File: src/rtl/ntt_ctrl_if.sv
// ntt_ctrl_if -- command/status and memory-address bundle of the NTT
// sequencer. The host drives the command side (master); ntt_ctrl drives the
// status, read-address, write-address and mode outputs (slave).
interface ntt_ctrl_if;
    // Command from host
    logic       start_i;
    logic       sel_red_i;
    logic       sel_butterfly_i;

    // Status back to host
    logic       busy_o;
    logic       done_o;

    // Coefficient-pair read request and matching twiddle ROM index
    logic       rd_en_o;
    logic [7:0] rd_addr_a_o;
    logic [7:0] rd_addr_b_o;
    logic [7:0] twiddle_idx_o;

    // Write-back of butterfly results
    logic       wr_en_o;
    logic [7:0] wr_addr_a_o;
    logic [7:0] wr_addr_b_o;

    // Mode bits held for the butterfly during a transform
    logic       sel_red_o;
    logic       sel_butterfly_o;

    modport master (
        output start_i, sel_red_i, sel_butterfly_i,
        input  busy_o, done_o,
        input  rd_en_o, rd_addr_a_o, rd_addr_b_o, twiddle_idx_o,
        input  wr_en_o, wr_addr_a_o, wr_addr_b_o,
        input  sel_red_o, sel_butterfly_o
    );

    modport slave (
        input  start_i, sel_red_i, sel_butterfly_i,
        output busy_o, done_o,
        output rd_en_o, rd_addr_a_o, rd_addr_b_o, twiddle_idx_o,
        output wr_en_o, wr_addr_a_o, wr_addr_b_o,
        output sel_red_o, sel_butterfly_o
    );
endinterface

File: src/rtl/ntt_ctrl.sv
// ntt_ctrl -- address/twiddle sequencer for a 256-point in-place NTT.
// Kyber (7 layers) or Dilithium (8 layers), forward Cooley-Tukey or inverse
// Gentleman-Sande. One butterfly pair is issued per cycle; write-back
// addresses follow the read addresses after the butterfly latency D.
// Build option: define NTT_CTRL_OUT_REG_EN for a registered butterfly
// output stage (D = 2); otherwise D = 1.
// n^-1 scaling after the inverse transform is left to the datapath.
module ntt_ctrl (
    input  logic         clk_i,
    input  logic         rst_i,
    ntt_ctrl_if.slave    bus
);

`ifdef NTT_CTRL_OUT_REG_EN
    localparam int unsigned D = 2;
`else
    localparam int unsigned D = 1;
`endif

    // Last DRAIN cycle index (drain counter runs 0..D-1)
    localparam logic [1:0] DRAIN_LAST = 2'(D - 1);

    typedef enum logic [1:0] {
        ST_IDLE  = 2'd0,
        ST_ISSUE = 2'd1,
        ST_DRAIN = 2'd2,
        ST_DONE  = 2'd3
    } state_t;

    // First layer's half-distance: forward always starts at 128,
    // inverse starts at 2 (Kyber) or 1 (Dilithium).
    function automatic logic [7:0] first_len(input logic red, input logic inv);
        logic [7:0] len;
        if (!inv) begin
            len = 8'd128;
        end else if (red) begin
            len = 8'd2;
        end else begin
            len = 8'd1;
        end
        return len;
    endfunction

    // First twiddle index: forward counts up from 1, inverse counts down
    // from the last index used by the forward transform.
    function automatic logic [7:0] first_k(input logic red, input logic inv);
        logic [7:0] k;
        if (!inv) begin
            k = 8'd1;
        end else if (red) begin
            k = 8'd127;
        end else begin
            k = 8'd255;
        end
        return k;
    endfunction

    // FSM and registered read-side outputs
    state_t     state_q;
    logic       busy_q;
    logic       done_q;
    logic       rd_en_q;
    logic [7:0] rd_addr_a_q;
    logic [7:0] rd_addr_b_q;
    logic [7:0] twiddle_q;
    logic       sel_red_q;
    logic       sel_butterfly_q;
    logic [7:0] len_q;      // current layer's len (next layer's once in DRAIN)
    logic [7:0] cnt_q;      // pairs issued so far in the current layer
    logic [2:0] layer_q;    // current layer index
    logic [1:0] drain_q;    // cycles spent in DRAIN

    // Write pipeline
    logic       wr_en_q;
    logic [7:0] wr_addr_a_q;
    logic [7:0] wr_addr_b_q;
`ifdef NTT_CTRL_OUT_REG_EN
    logic       wr1_en_q;
    logic [7:0] wr1_addr_a_q;
    logic [7:0] wr1_addr_b_q;
`endif

    // Next-pair arithmetic
    logic [7:0] j_inc_d;
    logic [7:0] pair_j_d;
    logic [7:0] pair_k_d;
    logic [7:0] k_step_d;
    logic [7:0] len_next_d;
    logic [2:0] last_layer_s;

    // Next pair within a layer: j advances by one; when j+1 enters the
    // upper half of a group (bit 'len' set) the group is finished, so skip
    // the upper half and step the twiddle index.
    always_comb begin
        j_inc_d      = rd_addr_a_q + 8'd1;
        k_step_d     = sel_butterfly_q ? (twiddle_q - 8'd1) : (twiddle_q + 8'd1);
        len_next_d   = sel_butterfly_q ? (len_q << 1) : (len_q >> 1);
        last_layer_s = sel_red_q ? 3'd6 : 3'd7;
        if ((j_inc_d & len_q) != 8'd0) begin
            pair_j_d = j_inc_d + len_q;
            pair_k_d = k_step_d;
        end else begin
            pair_j_d = j_inc_d;
            pair_k_d = twiddle_q;
        end
    end

    // Sequencer FSM: IDLE -> ISSUE (128 pairs) -> DRAIN (D cycles) -> ... -> DONE
    always_ff @(posedge clk_i) begin
        if (rst_i) begin
            state_q         <= ST_IDLE;
            busy_q          <= 1'b0;
            done_q          <= 1'b0;
            rd_en_q         <= 1'b0;
            rd_addr_a_q     <= 8'd0;
            rd_addr_b_q     <= 8'd0;
            twiddle_q       <= 8'd0;
            sel_red_q       <= 1'b0;
            sel_butterfly_q <= 1'b0;
            len_q           <= 8'd0;
            cnt_q           <= 8'd0;
            layer_q         <= 3'd0;
            drain_q         <= 2'd0;
        end else begin
            case (state_q)
                ST_IDLE: begin
                    if (bus.start_i) begin
                        state_q         <= ST_ISSUE;
                        busy_q          <= 1'b1;
                        sel_red_q       <= bus.sel_red_i;
                        sel_butterfly_q <= bus.sel_butterfly_i;
                        len_q           <= first_len(bus.sel_red_i, bus.sel_butterfly_i);
                        twiddle_q       <= first_k(bus.sel_red_i, bus.sel_butterfly_i);
                        rd_en_q         <= 1'b1;
                        rd_addr_a_q     <= 8'd0;
                        rd_addr_b_q     <= first_len(bus.sel_red_i, bus.sel_butterfly_i);
                        cnt_q           <= 8'd1;
                        layer_q         <= 3'd0;
                        drain_q         <= 2'd0;
                    end else begin
                        state_q <= ST_IDLE;
                    end
                end
                ST_ISSUE: begin
                    if (cnt_q == 8'd128) begin
                        // Layer finished: stop reading, prepare next layer
                        state_q   <= ST_DRAIN;
                        rd_en_q   <= 1'b0;
                        len_q     <= len_next_d;
                        twiddle_q <= k_step_d;
                        drain_q   <= 2'd0;
                    end else begin
                        rd_addr_a_q <= pair_j_d;
                        rd_addr_b_q <= pair_j_d + len_q;
                        twiddle_q   <= pair_k_d;
                        cnt_q       <= cnt_q + 8'd1;
                    end
                end
                ST_DRAIN: begin
                    if (drain_q == DRAIN_LAST) begin
                        if (layer_q == last_layer_s) begin
                            state_q <= ST_DONE;
                            done_q  <= 1'b1;
                        end else begin
                            // Last write of the previous layer has landed
                            state_q     <= ST_ISSUE;
                            layer_q     <= layer_q + 3'd1;
                            rd_en_q     <= 1'b1;
                            rd_addr_a_q <= 8'd0;
                            rd_addr_b_q <= len_q;
                            cnt_q       <= 8'd1;
                        end
                    end else begin
                        drain_q <= drain_q + 2'd1;
                    end
                end
                ST_DONE: begin
                    state_q <= ST_IDLE;
                    done_q  <= 1'b0;
                    busy_q  <= 1'b0;
                end
                default: begin
                    state_q <= ST_IDLE;
                    busy_q  <= 1'b0;
                    done_q  <= 1'b0;
                    rd_en_q <= 1'b0;
                end
            endcase
        end
    end

`ifdef NTT_CTRL_OUT_REG_EN
    // Write-back pipeline, two stages: read -> butterfly -> output register
    always_ff @(posedge clk_i) begin
        if (rst_i) begin
            wr1_en_q     <= 1'b0;
            wr1_addr_a_q <= 8'd0;
            wr1_addr_b_q <= 8'd0;
            wr_en_q      <= 1'b0;
            wr_addr_a_q  <= 8'd0;
            wr_addr_b_q  <= 8'd0;
        end else begin
            wr1_en_q     <= rd_en_q;
            wr1_addr_a_q <= rd_addr_a_q;
            wr1_addr_b_q <= rd_addr_b_q;
            wr_en_q      <= wr1_en_q;
            wr_addr_a_q  <= wr1_addr_a_q;
            wr_addr_b_q  <= wr1_addr_b_q;
        end
    end
`else
    // Write-back pipeline, one stage matching the butterfly latency
    always_ff @(posedge clk_i) begin
        if (rst_i) begin
            wr_en_q     <= 1'b0;
            wr_addr_a_q <= 8'd0;
            wr_addr_b_q <= 8'd0;
        end else begin
            wr_en_q     <= rd_en_q;
            wr_addr_a_q <= rd_addr_a_q;
            wr_addr_b_q <= rd_addr_b_q;
        end
    end
`endif

    assign bus.busy_o          = busy_q;
    assign bus.done_o          = done_q;
    assign bus.rd_en_o         = rd_en_q;
    assign bus.rd_addr_a_o     = rd_addr_a_q;
    assign bus.rd_addr_b_o     = rd_addr_b_q;
    assign bus.twiddle_idx_o   = twiddle_q;
    assign bus.wr_en_o         = wr_en_q;
    assign bus.wr_addr_a_o     = wr_addr_a_q;
    assign bus.wr_addr_b_o     = wr_addr_b_q;
    assign bus.sel_red_o       = sel_red_q;
    assign bus.sel_butterfly_o = sel_butterfly_q;

endmodule

File: src/flat_wrapper.sv
// flat-port wrapper written by rule: the top's interface ports become plain ports
module ntt_ctrl_flat 
  (clk_i, rst_i, bus_start_i, bus_sel_red_i, bus_sel_butterfly_i, bus_busy_o, bus_done_o, bus_rd_en_o, bus_rd_addr_a_o, bus_rd_addr_b_o, bus_twiddle_idx_o, bus_wr_en_o, bus_wr_addr_a_o, bus_wr_addr_b_o, bus_sel_red_o, bus_sel_butterfly_o);
  ntt_ctrl_if bus_i ();
  input  logic clk_i;
  input  logic rst_i;
  input wire logic [$bits(bus_i.start_i)-1:0] bus_start_i;
  input wire logic [$bits(bus_i.sel_red_i)-1:0] bus_sel_red_i;
  input wire logic [$bits(bus_i.sel_butterfly_i)-1:0] bus_sel_butterfly_i;
  output wire logic [$bits(bus_i.busy_o)-1:0] bus_busy_o;
  output wire logic [$bits(bus_i.done_o)-1:0] bus_done_o;
  output wire logic [$bits(bus_i.rd_en_o)-1:0] bus_rd_en_o;
  output wire logic [$bits(bus_i.rd_addr_a_o)-1:0] bus_rd_addr_a_o;
  output wire logic [$bits(bus_i.rd_addr_b_o)-1:0] bus_rd_addr_b_o;
  output wire logic [$bits(bus_i.twiddle_idx_o)-1:0] bus_twiddle_idx_o;
  output wire logic [$bits(bus_i.wr_en_o)-1:0] bus_wr_en_o;
  output wire logic [$bits(bus_i.wr_addr_a_o)-1:0] bus_wr_addr_a_o;
  output wire logic [$bits(bus_i.wr_addr_b_o)-1:0] bus_wr_addr_b_o;
  output wire logic [$bits(bus_i.sel_red_o)-1:0] bus_sel_red_o;
  output wire logic [$bits(bus_i.sel_butterfly_o)-1:0] bus_sel_butterfly_o;
  assign bus_i.start_i = bus_start_i;
  assign bus_i.sel_red_i = bus_sel_red_i;
  assign bus_i.sel_butterfly_i = bus_sel_butterfly_i;
  assign bus_busy_o = bus_i.busy_o;
  assign bus_done_o = bus_i.done_o;
  assign bus_rd_en_o = bus_i.rd_en_o;
  assign bus_rd_addr_a_o = bus_i.rd_addr_a_o;
  assign bus_rd_addr_b_o = bus_i.rd_addr_b_o;
  assign bus_twiddle_idx_o = bus_i.twiddle_idx_o;
  assign bus_wr_en_o = bus_i.wr_en_o;
  assign bus_wr_addr_a_o = bus_i.wr_addr_a_o;
  assign bus_wr_addr_b_o = bus_i.wr_addr_b_o;
  assign bus_sel_red_o = bus_i.sel_red_o;
  assign bus_sel_butterfly_o = bus_i.sel_butterfly_o;
  ntt_ctrl u_core (.clk_i(clk_i), .rst_i(rst_i), .bus(bus_i));
endmodule
File: config.mk
export PLATFORM = sky130hd
export DESIGN_NAME = ntt_ctrl_flat
export DESIGN_NICKNAME = d
export VERILOG_FILES = /design/src/rtl/ntt_ctrl_if.sv /design/src/rtl/ntt_ctrl.sv /design/src/flat_wrapper.sv
export SDC_FILE = /design/constraint.sdc
export NUM_CORES = 1
export LEC_CHECK = 0
export CORE_MARGIN = 10
export CORE_UTILIZATION = 35
export DETAILED_ROUTE_END_ITERATION = 7
export HOLD_SLACK_MARGIN = 0.08
export SYNTH_ARGS = -nofsm -noshare
export SYNTH_HDL_FRONTEND = slang
export SYNTH_SLANG_ARGS = --single-unit
File: constraint.sdc
create_clock -name clk_i -period 3.8 [get_ports clk_i]
set_input_delay 0.76 -clock clk_i [delete_from_list [all_inputs] [get_ports clk_i]]
set_output_delay 0.76 -clock clk_i [all_outputs]
set_load 0.05 [all_outputs]
* After elaboration in Yosys (flattened, before gate mapping)
Cells that the tools add are included.
** Storage, ports and cells
- Output and inout port bits :: 46
- Input bits :: 5
- Register bits :: 69
- Logic and storage cells :: 107
** Operators by class
- Bitwise logic cells :: 1
- $add $sub $neg :: 8
- Eq/ne operators :: 13
- Reductions and logical operators :: 18
- Mux-type cells :: 51
** Operators by type and width (number)
- two-way mux 8 bit :: 22
- one-hot mux 8 bit (3 select lines) :: 3
- one-hot mux 8 bit (2 select lines) :: 2
- adder 8 x 1 -> 8 bit (second input constant) :: 3
- adder 8 bit :: 2
- two-way mux 2 bit :: 7
- AND reduction 5 bit :: 2
- two-way mux 3 bit :: 3
- AND reduction 3 bit :: 3
- bitwise AND 8 bit :: 1
- == test 8 bit (second input constant) :: 1
- two-way mux 1 bit :: 8
- != test 2 bit (second input constant) :: 4
- one-hot mux 2 bit (4 select lines) :: 1
- AND reduction 4 bit :: 2
- nonzero test 2 bit :: 4
- nonzero test 8 bit :: 1
- subtractor 8 x 1 -> 8 bit (second input constant) :: 1
- != test 2 x 1 -> 1 bit (second input constant) :: 3
- one-hot mux 2 bit (3 select lines) :: 1
- one-hot mux 3 bit (2 select lines) :: 1
- AND reduction 2 bit :: 3
- == test 2 bit (second input constant) :: 2
- zero test 2 bit :: 2
- other kinds (8) :: 9

* Depth between registers and ports, before layout
Gate-level depths: netlist (run 1).
- Word-level depth :: 7
- Gate-level depth with buffers :: 20
- Mapped depth without buffers :: 19

* Worst setup path before layout (run 1)
OpenSTA, ideal clock, no wires.
- Kind :: reg2reg
- From :: register u_core.rd_addr_a_q[0] (netlist: u_core.bus.rd_addr_a_o[0])
- To :: register u_core.rd_addr_b_q[6] (netlist: u_core.bus.rd_addr_b_o[6])
- Data required time :: 3668 ps
- Setup slack :: -454 ps
- Cell stages (with the launch flop) :: 20
- Arrival :: 4122 ps
- Path through :: dfxtp_1 -> ha_1 -> nand3_1 -> nor2_1 -> xor2_1 -> ha_1 -> nor4_1 -> nand2_1 -> buf_2 -> o21ai_0 -> ha_1 -> inv_1 -> fa_1 -> nor2b_1 -> o21ai_0 -> a21boi_0 -> o21ai_0 -> mux2i_1 -> o211ai_1 -> a21oi_1
** On the way
- Longest elaborated chain between the ends :: 7
- Elaborated cells between the ends (all ways) :: 8
- Those cells by class :: 3 x add/sub; 3 x mux; 1 x bitwise; 1 x reduce/logical
** RTL lines
- start: declaration :: line ntt_ctrl.sv:63 : logic [7:0] rd_addr_a_q;
- start signal: assignment :: line ntt_ctrl.sv:153 : rd_addr_a_q <= pair_j_d;
- adder 8 x 1 -> 8 bit (*) :: line ntt_ctrl.sv:95 : j_inc_d = rd_addr_a_q + 8'd1;
- parallel branches: the longest is 2 deep, another holds adder 8 bit
- two-way mux 8 bit (*) :: line ntt_ctrl.sv:99 : if ((j_inc_d & len_q) != 8'd0) begin
- adder 8 bit (*) :: line ntt_ctrl.sv:154 : rd_addr_b_q <= pair_j_d + len_q;
- two-way mux 8 bit (*) :: line ntt_ctrl.sv:145 : if (cnt_q == 8'd128) begin
- one-hot mux 8 bit (3 select lines) (*) :: line ntt_ctrl.sv:125 : case (state_q)
- end signal: assignment :: line ntt_ctrl.sv:136 : rd_addr_b_q <= first_len(bus.sel_red_i, bus.sel_butterfly_i);
- end signal: assignment :: line ntt_ctrl.sv:154
- end signal: assignment :: line ntt_ctrl.sv:170 : rd_addr_b_q <= len_q;
- end: declaration :: line ntt_ctrl.sv:64 : logic [7:0] rd_addr_b_q;
Every way passes the cells marked *. The select of a mux whose other input is x is not followed.
A chain may end at the register's enable or synchronous reset.

* Worst setup path after layout (run 1)
Same ends and word-level chain as after synthesis.

==> qor.csv, run 1 <==
metric;value;unit
Simple-Gate Fraction of Synth Area;0.226;
synthesized area per cell;8.39;µm²
global-route usage over all layers;0.127;
Syn-to-layout area delta;22.4;%
DRT iter0 DRCs;319;
Synth Register Bits;69;
Antenna Nets Post-Route;0;
die outline area;0.0157;mm²
VDD IR-drop max;379;µV
Non-Filler Instances;658;
ys flop type;dfxtp_1;
Adder-Cell Fraction of Synth Area;0.113;
number of diodes;0;
normalized max-slew margin;0.514;
number of synthesized flops with an enable pin;0;
post-synthesis cell area;0.00387;mm²
Final Max Tran Viols;0;
CP max-delay cell;fa_1;
crit path max fanout;8;
Vias/cell;5.14;
Max Freq;283;MHz
Tmin final;3.54;ns
CP dominant cell by count;ha_1;
final setup vio count;0;
WL final;9960;µm
status;finished clean;
cells after synthesis;461;
Sink Count;69;
Vias;3379;
TritonRoute pass-1 iters;4;
required time of the worst setup path;4.04;ns
cell chain of the critical path;ha_1, nand3_1, nor2_1, xor2_1, ha_1, nor4_4, nand2_1, buf_4, a21oi_2, inv_1, fa_1, nor2b_1, o21ai_0, a21boi_1, o21ai_1, mux2i_1, o211ai_1, a21oi_1;
kind of critical path;reg2reg;
multi-input logic area;0.00235;mm²
CTS Buf Count;9;
slew at the pin closest to its max-slew limit;0.728;ns
most common cell after layout, fill and taps aside;dfxtp_1;
Final nets;551;
num rows;38;
Setup WS pre-CTS;0.0899;ns
Bufs and invs on worst path;2;
CP startpoint kind;register;
Yosys warning total;0;
final setup margin;0.261;ns
net count of the mapped netlist;499;
core area;0.0108;mm²
register area;0.00140;mm²
P per Cell Area;666;mW/mm²
Worst path max stage delay;0.44;ns
HP Class;reg2reg;
CTS root buf;clkbuf_8;
Crit. End Element;register;
xor-xnor portion of the synthesized cell area;0.0611;
Die Y-Extent;125;µm
die width;125;µm
HPWL after detailed placement;7470;µm
CTS tree;done;
Power Total;3150;µW
vias in the first global route;3311;
initial antenna violation count;0;
Fill cells;1067;
Initial Util;0.357;
Async SR Flop Fraction;0;
max-cap violations;0;
IO Pins;51;
clock-pin slew of the registers on the worst-case setup and hold paths;0.08;ns
combinational family with the most area after synthesis;simple AND/OR/NAND/NOR gates;
final cycle utilization of the critical path;0.931;
Crit path max-delay family;compound AO/OA/AOI/OAI gates;
Final Hold Viols;0;
register area share after synthesis;0.357;
share of cells above drive strength 1;0.0946;
clk buf depth;2;
H-Tree Depth;3;
overflow left after global routing;0;
RD Place Congestion;0.910;
hold-fix buffers at CTS;0;
Post-CTS Setup Inserts;0;
post-DR wirelength/cell;15.1;µm
worst path arrival time;3.78;ns
clock latency on the worst-skew pair;0.36;ns
LEAKAGE;0.00182;µW
mux cell area share after synthesis;0.0255;
first-pass GRT wire length;16700;µm
DP Cell Count;642;
DRC;0;
final core occ;0.437;
largest net degree at the start of global routing;34;
synth unique cells;50;
# port buffers;50;
commonest non-fill, non-tap cells in the layout;64 x dfxtp_1, 49 x clkdlybuf4s50_1, 48 x nor2_1, 48 x a21oi_1, 46 x nand2_1;
Clock Skew;0.0123;ns
Compound-Gate Fraction of Synth Area;0.176;
## worst paths after layout
| check | start | to | slack (ns) | depth (start not counted) |
|---|---|---|---|---|
| max | u_core.bus.rd_addr_a_o[0]$_SDFFE_PP0P_ | u_core.bus.rd_addr_b_o[6]$_SDFFE_PP0P_ | 0.26 | 18 |
| max reg2reg | u_core.bus.rd_addr_a_o[0]$_SDFFE_PP0P_ | u_core.bus.rd_addr_b_o[6]$_SDFFE_PP0P_ | 0.26 | 18 |
| min reg2reg | u_core.bus.rd_en_o$_SDFFE_PP0P_ | u_core.bus.rd_en_o$_SDFFE_PP0P_ | 0.47 | 2 |
| min | u_core.bus.rd_en_o$_SDFFE_PP0P_ | u_core.bus.rd_en_o$_SDFFE_PP0P_ | 0.47 | 2 |
## area by class of cell
cell class	count	share of cell area
timing repair buffer	58	0.117
sequential	69	0.295
clock inverter	4	0.00528
multi-input combinational	352	0.497
tap	140	0.0370
clock buffer	12	0.0306
inverter	23	0.0182
## worst register-to-register path: cells and delay by family (launching register included)
family                   cells  cell delay (ns)
AND/OR/NAND/NOR              5             0.78
AO/OA/AOI/OAI                6             0.90
XOR/XNOR                     1             0.10
adder cells (fa/ha/maj)      3             0.86
buffers and inverters        2             0.27
multiplexers                 1             0.12
flip-flops                   1             0.38
## registers in the layout, indices dropped and copies added, names as in the netlist
register	count
u_core.bus.busy_o	1
u_core.bus.twiddle_idx_o	8
u_core.bus.wr_addr_a_o	8
u_core.state_q	2
u_core.bus.sel_butterfly_o	1
u_core.cnt_q	8
u_core.bus.rd_addr_a_o	8
u_core.bus.done_o	1
u_core.drain_q	2
u_core.len_q	8
u_core.bus.rd_addr_b_o	8
u_core.bus.wr_addr_b_o	8
u_core.bus.sel_red_o	1
u_core.bus.rd_en_o	1
u_core.layer_q	3
u_core.bus.wr_en_o	1
## through the flow
stage	setup TNS [ns]	hold WS, ns	area (µm²)
2_1_floorplan	0	0.454	3890
3_3_place_gp	0	0.460	4550
3_5_place_dp	0	0.466	4550
4_1_cts	0	0.476	4720
5_1_grt	-0.0136	0.494	4740
6_report	0	0.472	4740
## timing repair
action,4_1_cts,5_1_grt
hold endpoints to repair,0,0
endpoints found under the setup margin,0,3
resized for setup,0,6
## report_power, final
| group | total, µW | switching (µW) | internal, µW |
|---|---|---|---|
| Combinational | 1650 | 1060 | 594 |
| Clock | 535 | 282 | 253 |
| Sequential | 966 | 123 | 842 |
## cell usage after synthesis (all sizes together), types with 3 or more instances
cell type	count	share of area
nor4	3	0.0087
mux2	7	0.020
fa	3	0.016
o211ai	3	0.0058
nand2	46	0.045
inv	23	0.022
dfxtp	69	0.36
nor2b	22	0.036
a22o	10	0.023
xor2	12	0.027
o21ai	19	0.026
or3	6	0.0097
a21oi	49	0.063
nor2	48	0.047
nand3	20	0.026
nand2b	6	0.0097
nand4	4	0.0081
ha	30	0.097
xnor2	15	0.034
clkbuf	11	0.011
buf	6	0.0087
a311oi	8	0.018
nor3	11	0.017
a211oi	3	0.0058
## cells by family (layout without fill, tap and decap cells)
logic type	after synthesis	after routing
adders and majority gates	33	33
AOI/OAI and AO/OA	107	107
DFF	69	69
and+or+nand+nor	176	176
buffers and inverters	40	97
muxes	9	9
xor gates and xnor gates	27	27
## routing by layer
| layer | share of wire | global-route usage | wire (µm) |
|---|---|---|---|
| met5 | 0 | 0 | 0 |
| met3 | 0.053 | 0.0355 | 530 |
| met4 | 0.031 | 0.0698 | 313 |
| met1 | 0.46 | 0.152 | 4580 |
| met2 | 0.46 | 0.201 | 4540 |
No activity file was read; power rests on OpenSTA's default activity.
==> inputs of run 2 (changes only) <==
CORE_MARGIN = 5   (was 10)
SETUP_SLACK_MARGIN = 0.15   (was default)
==> run 2 against run 1 <==
Non-clock buffer count down 3. Cell area is 0.53% higher. Largest cell class unchanged. Power up 0.49%.
==> qor.csv, run 2 (synthesis results as in run 1) <==
metric;value;unit;change
CP dominant cell by count;ha_1;;
clock-pin slew of the registers on the worst-case setup and hold paths;0.07;ns;about the same
Vias;3346;;-0.98%
critical path depth;16;;-2
logic gate share of total power;0.512;;-0.012
DRT iter0 DRCs;189;;-41%
max-cap violations;0;;unchanged
share of cells above drive strength 1;0.0994;;+0.00482
Hold WS;0.473;ns;+0.00178 ns
hold path cells;2;;unchanged
clk buf depth;2;;unchanged
Crit path max-delay family;compound AO/OA/AOI/OAI gates;;
CTS tree;done;;
global-route usage over all layers;0.150;;+0.0236
initial antenna violation count;0;;unchanged
IO Pins;51;;unchanged
Antenna Nets Post-Route;0;;unchanged
# port buffers;50;;unchanged
status;finished clean;;
first-pass GRT wire length;15800;µm;-5.1%
LEAKAGE;0.00182;µW;about the same
clock latency on the worst-skew pair;0.34;ns;-0.02 ns
DRC;0;;unchanged
num rows;38;;unchanged
TNS Setup;0;ns;unchanged
Die Y-Extent;115;µm;-8.0%
number of diodes;0;;unchanged
R2R depth;16;;-2
Crit. End Element;register;;
die width;115;µm;-8.0%
crit path max fanout;7;;-1
commonest non-fill, non-tap cells in the layout;62 x dfxtp_1, 49 x clkdlybuf4s50_1, 48 x a21oi_1;;
most common cell after layout, fill and taps aside;dfxtp_1;;
post-route met1 wirelength;4600;µm;+0.55%
Flop pwr share;0.304;;-0.002
RSZ-0062 raised after global routing;true;;
kind of critical path;reg2reg;;
CTS root buf;clkbuf_8;;
die outline area;0.0133;mm²;-15%
Top Layer Used;met4;;
Final Max Tran Viols;0;;unchanged
vias in the first global route;3154;;-4.7%
slew at the pin closest to its max-slew limit;0.719;ns;-0.00884 ns
cell chain of the critical path;ha_1, xor2_1, ha_1, nor2b_1, o21ai_1, a21boi_0, o21a_1, or3_1, a31o_2, ha_1, nor2_1, nor2_1, o41ai_2, xnor2_1, xnor2_1, o21ai_0;;
CP startpoint kind;register;;
Initial Util;0.357;;unchanged
Max Freq;292;MHz;+3.2%
clock share of power;0.184;;+0.014
Sink Count;69;;unchanged
core area;0.0108;mm²;unchanged
WL final;9590;µm;-3.7%
Tmin final;3.43;ns;-0.110 ns
CTS Buf Count;9;;unchanged
RD Place Congestion;0.857;;-5.8%
HP Class;reg2reg;;
Final nets;548;;-0.54%
Sw Pwr;1430;µW;-2.7%
post-DR wirelength/cell;14.7;µm;-3.0%
DR WL met2;4470;µm;-1.6%
required time of the worst setup path;4.03;ns;about the same
TritonRoute pass-1 iters;5;;+1
overflow left after global routing;0;;unchanged
final cycle utilization of the critical path;0.902;;-0.0289
DR WL met3;376;µm;-29%
H-Tree Depth;3;;unchanged
final setup vio count;0;;unchanged
P per Cell Area;665;mW/mm²;about the same
hold-fix buffers at CTS;0;;unchanged
Vias/cell;5.12;;-0.22%
Syn-to-layout area delta;23.1;%;
normalized max-slew margin;0.520;;+0.00590
Power Internal;1740;µW;+3.2%
Worst path max stage delay;0.37;ns;-0.07 ns
CP max-delay cell;dfxtp_4;;
largest net degree at the start of global routing;40;;+18%
worst path arrival time;3.66;ns;-0.12 ns
HPWL after detailed placement;7100;µm;-4.9%
Final Hold Viols;0;;unchanged
VDD IR-drop max;349;µV;-8.0%
Clock Skew;0.00777;ns;-0.00455 ns
Bufs and invs on worst path;0;;-2
Sw Share;0.450;;-0.0146
## run 2: final timing paths
kind,slack (ns),startpoint,to
hold / removal,0.47,u_core.bus.rd_addr_b_o[5]$_SDFFE_PP0P_,u_core.bus.rd_addr_b_o[5]$_SDFFE_PP0P_
hold reg to reg,0.47,u_core.bus.rd_addr_b_o[5]$_SDFFE_PP0P_,u_core.bus.rd_addr_b_o[5]$_SDFFE_PP0P_
setup / recovery,0.37,u_core.bus.rd_addr_a_o[0]$_SDFFE_PP0P_,u_core.bus.rd_addr_b_o[7]$_SDFFE_PP0P_
setup reg to reg,0.37,u_core.bus.rd_addr_a_o[0]$_SDFFE_PP0P_,u_core.bus.rd_addr_b_o[7]$_SDFFE_PP0P_
## run 2: metrics by stage
stage	area, µm²	total power [µW]	instances	worst slack (ns)	util
after CTS	4710	3170	652	0.172	0.435
after floorplan	3910	2150	461	0.204	-
after detailed placement	4530	2580	638	0.220	0.418
final	4760	3170	653	0.371	0.439
after global routing	4760	3410	653	0.141	0.439
after global placement	4530	2570	638	0.276	0.418
## run 2: layout make-up
class                   count  area (µm²)
fillers                  1096        6080
multi-input cells         352        2390
well taps                 140         175
inverters                  23        86.3
flip-flops and latches     69        1400
clock buffers              12         145
clock inverters             2        35.0
repair buffers             55         533
## run 2: what timing repair did
action | 4_1_cts | 5_1_grt
resized for setup | 0 | 11
setup endpoints to repair | 0 | 4
setup buffers | 0 | 1
## run 2: tightest hold or removal path, cell delays in order, from the launching register on
cell and delay (ns):
dfxtp_1 0.32, nand2_1 0.05, a21oi_1 0.05
## run 2: power groups by stage
stage          combinational (µW)  clock (µW)  sequential (µW)
2_1_floorplan                 907           0             1250
3_3_place_gp                 1590           0              979
3_5_place_dp                 1600           0              980
4_1_cts                      1610         602              964
5_1_grt                      1790         635              985
6_report                     1620         583              964
## run 2: metal layers
metal / track usage / up-vias
li1: - / 1711
met1: 0.201 / 1558
met2: 0.239 / 67
met3: 0.0316 / 10
met4: 0.0571 / 0
met5: 0 / -
==> inputs of run 3 (changes only) <==
SLEW_MARGIN = 20   (was default)
==> results of run 3 <==
Final layout, timing and power as in run 2 (identical DEF).
